File: src/rtl/stage_ma.sv
// Memory-access stage: issues one data-memory request per load/store and formats load data for write-back.
// Latency 1 cycle for non-memory ops, minimum 2 cycles for memory ops; stalls upstream until the memory acks.
module stage_ma #(
    parameter int WIDTH = 32
) (
    input  logic             clk,
    input  logic             rst,
    input  logic             i_ma_valid,
    input  logic [WIDTH-1:0] i_ma_pc,
    input  logic [WIDTH-1:0] i_ma_alu_rslt,
    input  logic [WIDTH-1:0] i_ma_store_data,
    input  logic [3:0]       i_ma_mem_cntrl,
    input  logic             i_ma_mem_sext,
    input  logic [2:0]       i_ma_wb_cntrl,
    input  logic [4:0]       i_ma_rdst,
    output logic             o_dmem_req,
    output logic             o_dmem_we,
    output logic [3:0]       o_dmem_be,
    output logic [WIDTH-1:0] o_dmem_addr,
    output logic [WIDTH-1:0] o_dmem_wdata,
    input  logic             i_dmem_ack,
    input  logic [WIDTH-1:0] i_dmem_rdata,
    output logic             o_ma_stall,
    output logic             o_ma_misalign,
    output logic             o_ma_valid,
    output logic [WIDTH-1:0] o_ma_pc,
    output logic [WIDTH-1:0] o_ma_data_o_ma,
    output logic [WIDTH-1:0] o_ma_alu_rslt,
    output logic [2:0]       o_ma_cntrl,
    output logic [4:0]       o_ma_rdst
);

    localparam logic [0:0] IDLE = 1'b0;
    localparam logic [0:0] BUSY = 1'b1;

    logic [0:0]       state;
    logic [WIDTH-1:0] addr_q;
    logic [WIDTH-1:0] wdata_q;
    logic [3:0]       be_q;
    logic             we_q;
    logic [1:0]       size_q;
    logic             sext_q;

    logic [1:0]       size;
    logic             mem_op;
    logic             misaligned;
    logic             issue;
    logic             done;
    logic             ld_instr;
    logic [3:0]       be_calc;
    logic [WIDTH-1:0] wdata_calc;
    logic [WIDTH-1:0] lane;
    logic [WIDTH-1:0] load_fmt;

    assign size       = i_ma_mem_cntrl[3:2];
    assign mem_op     = |i_ma_mem_cntrl[1:0];
    assign misaligned = ((size == 2'b01) && i_ma_alu_rslt[0]) ||
                        (size[1] && (i_ma_alu_rslt[1:0] != 2'b00));
    assign issue      = (state == IDLE) && i_ma_valid && mem_op && !misaligned;
    assign done       = (state == BUSY) && i_dmem_ack;
    assign ld_instr   = ((state == IDLE) && i_ma_valid && !mem_op) || done;

    // Reset gating keeps stall low even while EX presents a memory op during reset.
    assign o_ma_stall = rst && (issue || ((state == BUSY) && !i_dmem_ack));

    assign o_dmem_req   = (state == BUSY);
    assign o_dmem_we    = o_dmem_req && we_q;
    assign o_dmem_be    = o_dmem_req ? be_q : 4'b0000;
    assign o_dmem_addr  = {addr_q[WIDTH-1:2], 2'b00};
    assign o_dmem_wdata = wdata_q;

    always_comb begin
        be_calc    = 4'b1111;
        wdata_calc = i_ma_store_data;
        case (size)
            2'b00: begin
                be_calc    = 4'b0001 << i_ma_alu_rslt[1:0];
                wdata_calc = {(WIDTH/8){i_ma_store_data[7:0]}};
            end
            2'b01: begin
                be_calc    = i_ma_alu_rslt[1] ? 4'b1100 : 4'b0011;
                wdata_calc = {(WIDTH/16){i_ma_store_data[15:0]}};
            end
            default: ;
        endcase
    end

    always_comb begin
        lane     = i_dmem_rdata >> {addr_q[1:0], 3'b000};
        load_fmt = i_dmem_rdata;
        case (size_q)
            2'b00: load_fmt = {{(WIDTH-8){sext_q & lane[7]}}, lane[7:0]};
            2'b01: load_fmt = {{(WIDTH-16){sext_q & lane[15]}}, lane[15:0]};
            default: ;
        endcase
    end

    always_ff @(posedge clk or negedge rst) begin
        if (!rst) begin
            state          <= IDLE;
            addr_q         <= '0;
            wdata_q        <= '0;
            be_q           <= 4'b0000;
            we_q           <= 1'b0;
            size_q         <= 2'b00;
            sext_q         <= 1'b0;
            o_ma_misalign  <= 1'b0;
            o_ma_valid     <= 1'b0;
            o_ma_pc        <= '0;
            o_ma_data_o_ma <= '0;
            o_ma_alu_rslt  <= '0;
            o_ma_cntrl     <= 3'b000;
            o_ma_rdst      <= 5'd0;
        end else begin
            o_ma_misalign <= (state == IDLE) && i_ma_valid && mem_op && misaligned;
            if (issue) begin
                state   <= BUSY;
                addr_q  <= i_ma_alu_rslt;
                wdata_q <= wdata_calc;
                be_q    <= be_calc;
                we_q    <= i_ma_mem_cntrl[1];
                size_q  <= size;
                sext_q  <= i_ma_mem_sext;
            end else if (done) begin
                state <= IDLE;
            end
            // Anything that is not a completing instruction becomes a bubble.
            if (ld_instr) begin
                o_ma_valid     <= 1'b1;
                o_ma_pc        <= i_ma_pc;
                o_ma_data_o_ma <= (done && !we_q) ? load_fmt : '0;
                o_ma_alu_rslt  <= i_ma_alu_rslt;
                o_ma_cntrl     <= i_ma_wb_cntrl;
                o_ma_rdst      <= i_ma_rdst;
            end else begin
                o_ma_valid     <= 1'b0;
                o_ma_pc        <= '0;
                o_ma_data_o_ma <= '0;
                o_ma_alu_rslt  <= '0;
                o_ma_cntrl     <= 3'b000;
                o_ma_rdst      <= 5'd0;
            end
        end
    end

endmodule

File: config.mk
export PLATFORM = sky130hd
export DESIGN_NAME = stage_ma
export DESIGN_NICKNAME = d
export VERILOG_FILES = /design/src/rtl/stage_ma.sv
export SDC_FILE = /design/constraint.sdc
export NUM_CORES = 1
export LEC_CHECK = 0
export CAP_MARGIN = 20
export CORE_ASPECT_RATIO = 1.4
export CORE_MARGIN = 2
export CORE_UTILIZATION = 43
export DETAILED_ROUTE_END_ITERATION = 16
export PLACE_DENSITY = 0.81
export SYNTH_ARGS = -nofsm -noshare
export SYNTH_HDL_FRONTEND = slang
export SYNTH_SLANG_ARGS = --single-unit
File: constraint.sdc
create_clock -name clk -period 2 [get_ports clk]
set_input_delay 0.2 -clock clk [delete_from_list [all_inputs] [get_ports clk]]
set_output_delay 0.2 -clock clk [all_outputs]
set_load 0.01 [all_outputs]
* After elaboration in Yosys (flattened, before gate mapping)
Index checks and enable logic that the tools add are counted.
** Storage, ports and cells
- Register bits :: 179
- Input bits :: 145
- Output and inout port bits :: 177
- Word-level logic and storage cells :: 59
** Cells by class
- Eq/ne operators :: 2
- Shifts and indexed selects :: 2
- Muxes and demuxes :: 14
- Bitwise logic cells :: 3
- Reduce and logical (&&, ||, !) cells :: 24
** Operators with widths (count)
- $mux 32 :: 4
- $pmux 32 s2 :: 2
- $shr 32x5->16 :: 1
- $logic_and 1x1->1 :: 12
- $mux 4 :: 2
- $pmux 4 s2 :: 1
- $mux 5 :: 1
- $eq 2x1->1 const B :: 2
- $logic_not 1->1 :: 4
- $logic_not 2->1 :: 2
- $reduce_bool 2->1 :: 2
- $shl 1x2->4 const A :: 1
- $logic_or 1x1->1 :: 3
- $mux 1 :: 3
- $mux 3 :: 1
- $and 1x1->1 :: 2
- $reduce_or 2->1 :: 1
- $not 1->1 :: 1

* Logic depth before layout (Yosys ltp)
- Word-level depth :: 7
- Gate-level depth with buffers :: 6
- Mapped depth without buffers :: 3

* Worst setup path after synthesis
No wires, ideal clock.
- Kind :: reg-to-output
- From :: reg state, in the netlist o_dmem_req
- To :: out o_ma_stall
- Data arrival time :: 1.441 ns
- Required time :: 1.800 ns
- Setup slack :: 0.359 ns
- Stages on the path, launching flop included :: 6
- Buffers on the path :: 2
- Cells stage by stage :: dfrtp_1 > buf_2 > and2b_2 > o211ai_4 > buf_6 > a21boi_0
** On the way
- Word-level cells in the longest chain between the ends :: 6
- Elaborated cells between the ends (all ways) :: 7
- Classes of those cells :: 1 x bitwise; 6 x reduce/logical
** Ends and longest elaborated chain
- from (decl) :: line 36 : logic [0:0] state;
- from (signal assigned) :: line 100 : state <= IDLE;
- from (signal assigned) :: line 117 : state <= BUSY;
- from (signal assigned) :: line 125 : state <= IDLE;
- $not 1->1 :: line 59 : assign issue = (state == IDLE) && i_ma_valid && mem_op && !misaligned;
- $logic_and 1x1->1 (3 in a row) :: line 59
- $logic_or 1x1->1 (*) :: line 64 : assign o_ma_stall = rst && (issue || ((state == BUSY) && !i_dmem_ack));
- $logic_and 1x1->1 (*) :: line 64
- to (decl) :: line 23 : output logic o_ma_stall,
Every way passes the cells marked *; elsewhere a longest branch is shown, timed or not.

* Worst setup path after layout
- From :: reg state, in the netlist o_dmem_req
- To :: out o_dmem_be[3]
** On the way
- Word-level cells in the longest chain between the ends :: 1
** Ends and longest elaborated chain
- $mux 4 :: line 68 : assign o_dmem_be = o_dmem_req ? be_q : 4'b0000;
- to (decl) :: line 18 : output logic [3:0] o_dmem_be,
No other way between the ends.

==> reports/results.ini <==
[synthesis]
syn-cell-area_um2=7490
async_flop_share_pct=100
syn-instance-count=570
synth_cell_type_count=47
ys_warn_count=0
synth-seq-cells=179
synth_ff_type=dfrtp_1
yosysSeqAreaShare_pct=59.8
postSynthAreaPerCell_um2=13.1
synth_edf_count=0

[clocking]
cts_tree=done
htree_levels=4
cts_max_path_buffers=2
cts_setup_buffers=0
clk_latency_ns=0.44
cts.sinks=179
cts-root-buf=clkbuf_16
cts_buffers=17
clk_pin_slew_worst_paths_ns=0.08

[timing]
finalSetupViolations=0
finalSetupTns_ns=0
worstMarginPinSlew_ns=0.768
hold_ws_ns=0.308
fin_crit_sh_pct=92.4
fmax_mhz=541
final_max_slew_viol_count=0
skew_ns=0.00949
hold_violations=0
worst_slack_ns=0.152
max_slew_margin_pct=48.8
rsz0062_at_grt=false
fin_crit_ns=1.85

[detailed_routing]
wire_per_inst_um=17.8
dr.pass1.iters=5
drc=0
vias=5500
totalWireLength_um=20000
drt-initial-drc-count=325
ant_nets=0
viasPerCell=4.92

[critical_path]
cp-end-kind=output pin
worstPathCellList=buf_4 -> and2_1 -> clkdlybuf4s50_1
startpoint_type=register
required_ns=1.80
r2r_slack_ns=0.26
crit_slowest_cell=clkdlybuf4s50_1
crit_arrival_ns=1.65
reg2reg_to=o_ma_data_o_ma[15]
slowest_delay_ns=0.57
crit_fanout=11
critPathKind=reg2out
reg2regPathDepth=3
worstReg2RegStart=addr_q[1]

[global_route]
grt_max_degree=139
antenna_found_initial=0
grt_pass1_vias=5693
grt_remaining_overflow=0
track_usage_pct=22.2
grt_pass1_wl_um=31100

[min_path]
hp-class=in2reg
hold_depth=2
holdPathEnd=o_ma_pc[21]
min_from=i_ma_pc[21]

[die]
start_util_pct=43.6
die_area_um2=18500
die_h_um=160
core_area_um2=17200
row_count=57
die_x_um=116
num_io_pins=322

[placement]
portBuffers=319
dp.cells=1086
gp_congestion=0.851
pre_cts_ws_ns=0.0275
hpwl_um=14700

[pwr]
ir_drop_v=0.000542
powerDensity_nw_per_um2=940
leakage_nw=4.93

[cells_and_area]
synthToLayoutAreaGrowth_pct=52.2
final_common_cell=clkdlybuf4s50_1
final_cell_mix=317 x clkdlybuf4s50_1, 179 x dfrtp_1, 78 x and2_1
diodes=0
drive_gt1_share_pct=11.6
fin_cells=1119
final_nets=1015

[run_status]
status=finished, final reports clean

[run]
maxCapViolCount=0

## flip-flops by register name, summed over array words and instances (netlist names)
| name | count |
|---|---|
| o_ma_data_o_ma | 32 |
| o_ma_cntrl | 3 |
| addr_q | 32 |
| o_ma_rdst | 5 |
| be_q | 4 |
| size_q | 2 |
| o_ma_pc | 32 |
| o_dmem_wdata | 32 |
| sext_q | 1 |
| o_dmem_req | 1 |
| we_q | 1 |
| o_ma_alu_rslt | 32 |
| o_ma_misalign | 1 |
| o_ma_valid | 1 |
## timing repair
action                                 CTS  global route
endpoints found under the hold margin  179             0
setup endpoints to repair                1             0
resized for setup                        1             0
hold buffers                             1             0
## synth_stat cells (2+ instances only)
library cell	instances	share of area, %
nor2_2	2	0.17
o21ai_0	25	1.7
mux2i_1	9	1.2
o22a_1	8	0.94
nand3_1	2	0.13
buf_2	11	0.74
o31ai_1	10	1.0
mux2_2	25	3.8
clkbuf_1	16	0.80
a21oi_1	10	0.67
or2_2	2	0.17
nand2_1	29	1.5
a31oi_1	3	0.25
mux2_1	68	10
buf_4	32	3.2
nor2b_1	5	0.42
inv_1	4	0.20
and2_1	78	6.5
o221ai_1	2	0.23
o221a_2	7	1.1
dfrtp_1	179	60
buf_6	8	1.2
a221oi_1	7	0.82
and3b_1	3	0.35
nand2b_1	3	0.25
## final cells by class
class / instances / area (um^2)
Fill cell: 1282 / 5790
Multi-Input combinational cell: 320 / 2550
Sequential cell: 179 / 4480
Inverter: 4 / 15.0
Timing Repair Buffer: 348 / 3480
Tap cell: 236 / 295
Clock inverter: 13 / 138
Clock buffer: 19 / 443
## power by group
group          internal [mW]  leakage, nW  switching (mW)
Sequential              4.17         2.30           0.301
Combinational           1.74         2.34            1.26
Clock                   1.70        0.282            1.55
## worst max-delay path, delay by kind of cell (launching register included)
kind	cells	cell delay [ns]
AND/OR/NAND/NOR	1	0.13
buffers and inverters	2	0.74
flip-flops	1	0.34
## per-layer routing
layer	wire length, um	track usage, %	vias up
li1	-	-	2529
met1	7660	25.5	2708
met2	10400	38.0	223
met3	1300	6.03	40
met4	617	9.86	0
met5	0	0	-
## worst max-delay path by stage
| stage | start | end | slack (ns) | depth (start not counted) |
|---|---|---|---|---|
| 3_3_place_gp | i_ma_alu_rslt[0] | o_ma_stall | 0.03 | 5 |
| 3_5_place_dp | i_ma_alu_rslt[0] | addr_q[4] | 0.03 | 6 |
| 5_1_grt | o_dmem_req | o_dmem_be[0] | 0.07 | 3 |
| 6_report | o_dmem_req | o_dmem_be[3] | 0.15 | 3 |
| 2_1_floorplan | o_dmem_req | o_ma_stall | 0.36 | 5 |
| 4_1_cts | o_dmem_req | o_dmem_be[1] | 0.11 | 3 |
## per-stage QoR
stage               instance area, um^2  utilization (%)  total power, mW
finish                            11400             66.3             10.7
global route                      11400             66.3             11.2
CTS                               11400             66.3             10.8
detailed placement                10800             62.9             7.55
global placement                  10800             62.9             7.49
floorplan                          7490                -             5.98
## kinds of logic after synthesis
group,Yosys count,synth area share [%]
buf+inv,72,6.20
xor+xnor,2,0.234
compound gates,82,8.09
other cells,1,0.0501
flops,179,59.8
mux,103,15.5
simple gates,131,10.1
No activity file was read; power rests on OpenSTA's default activity.
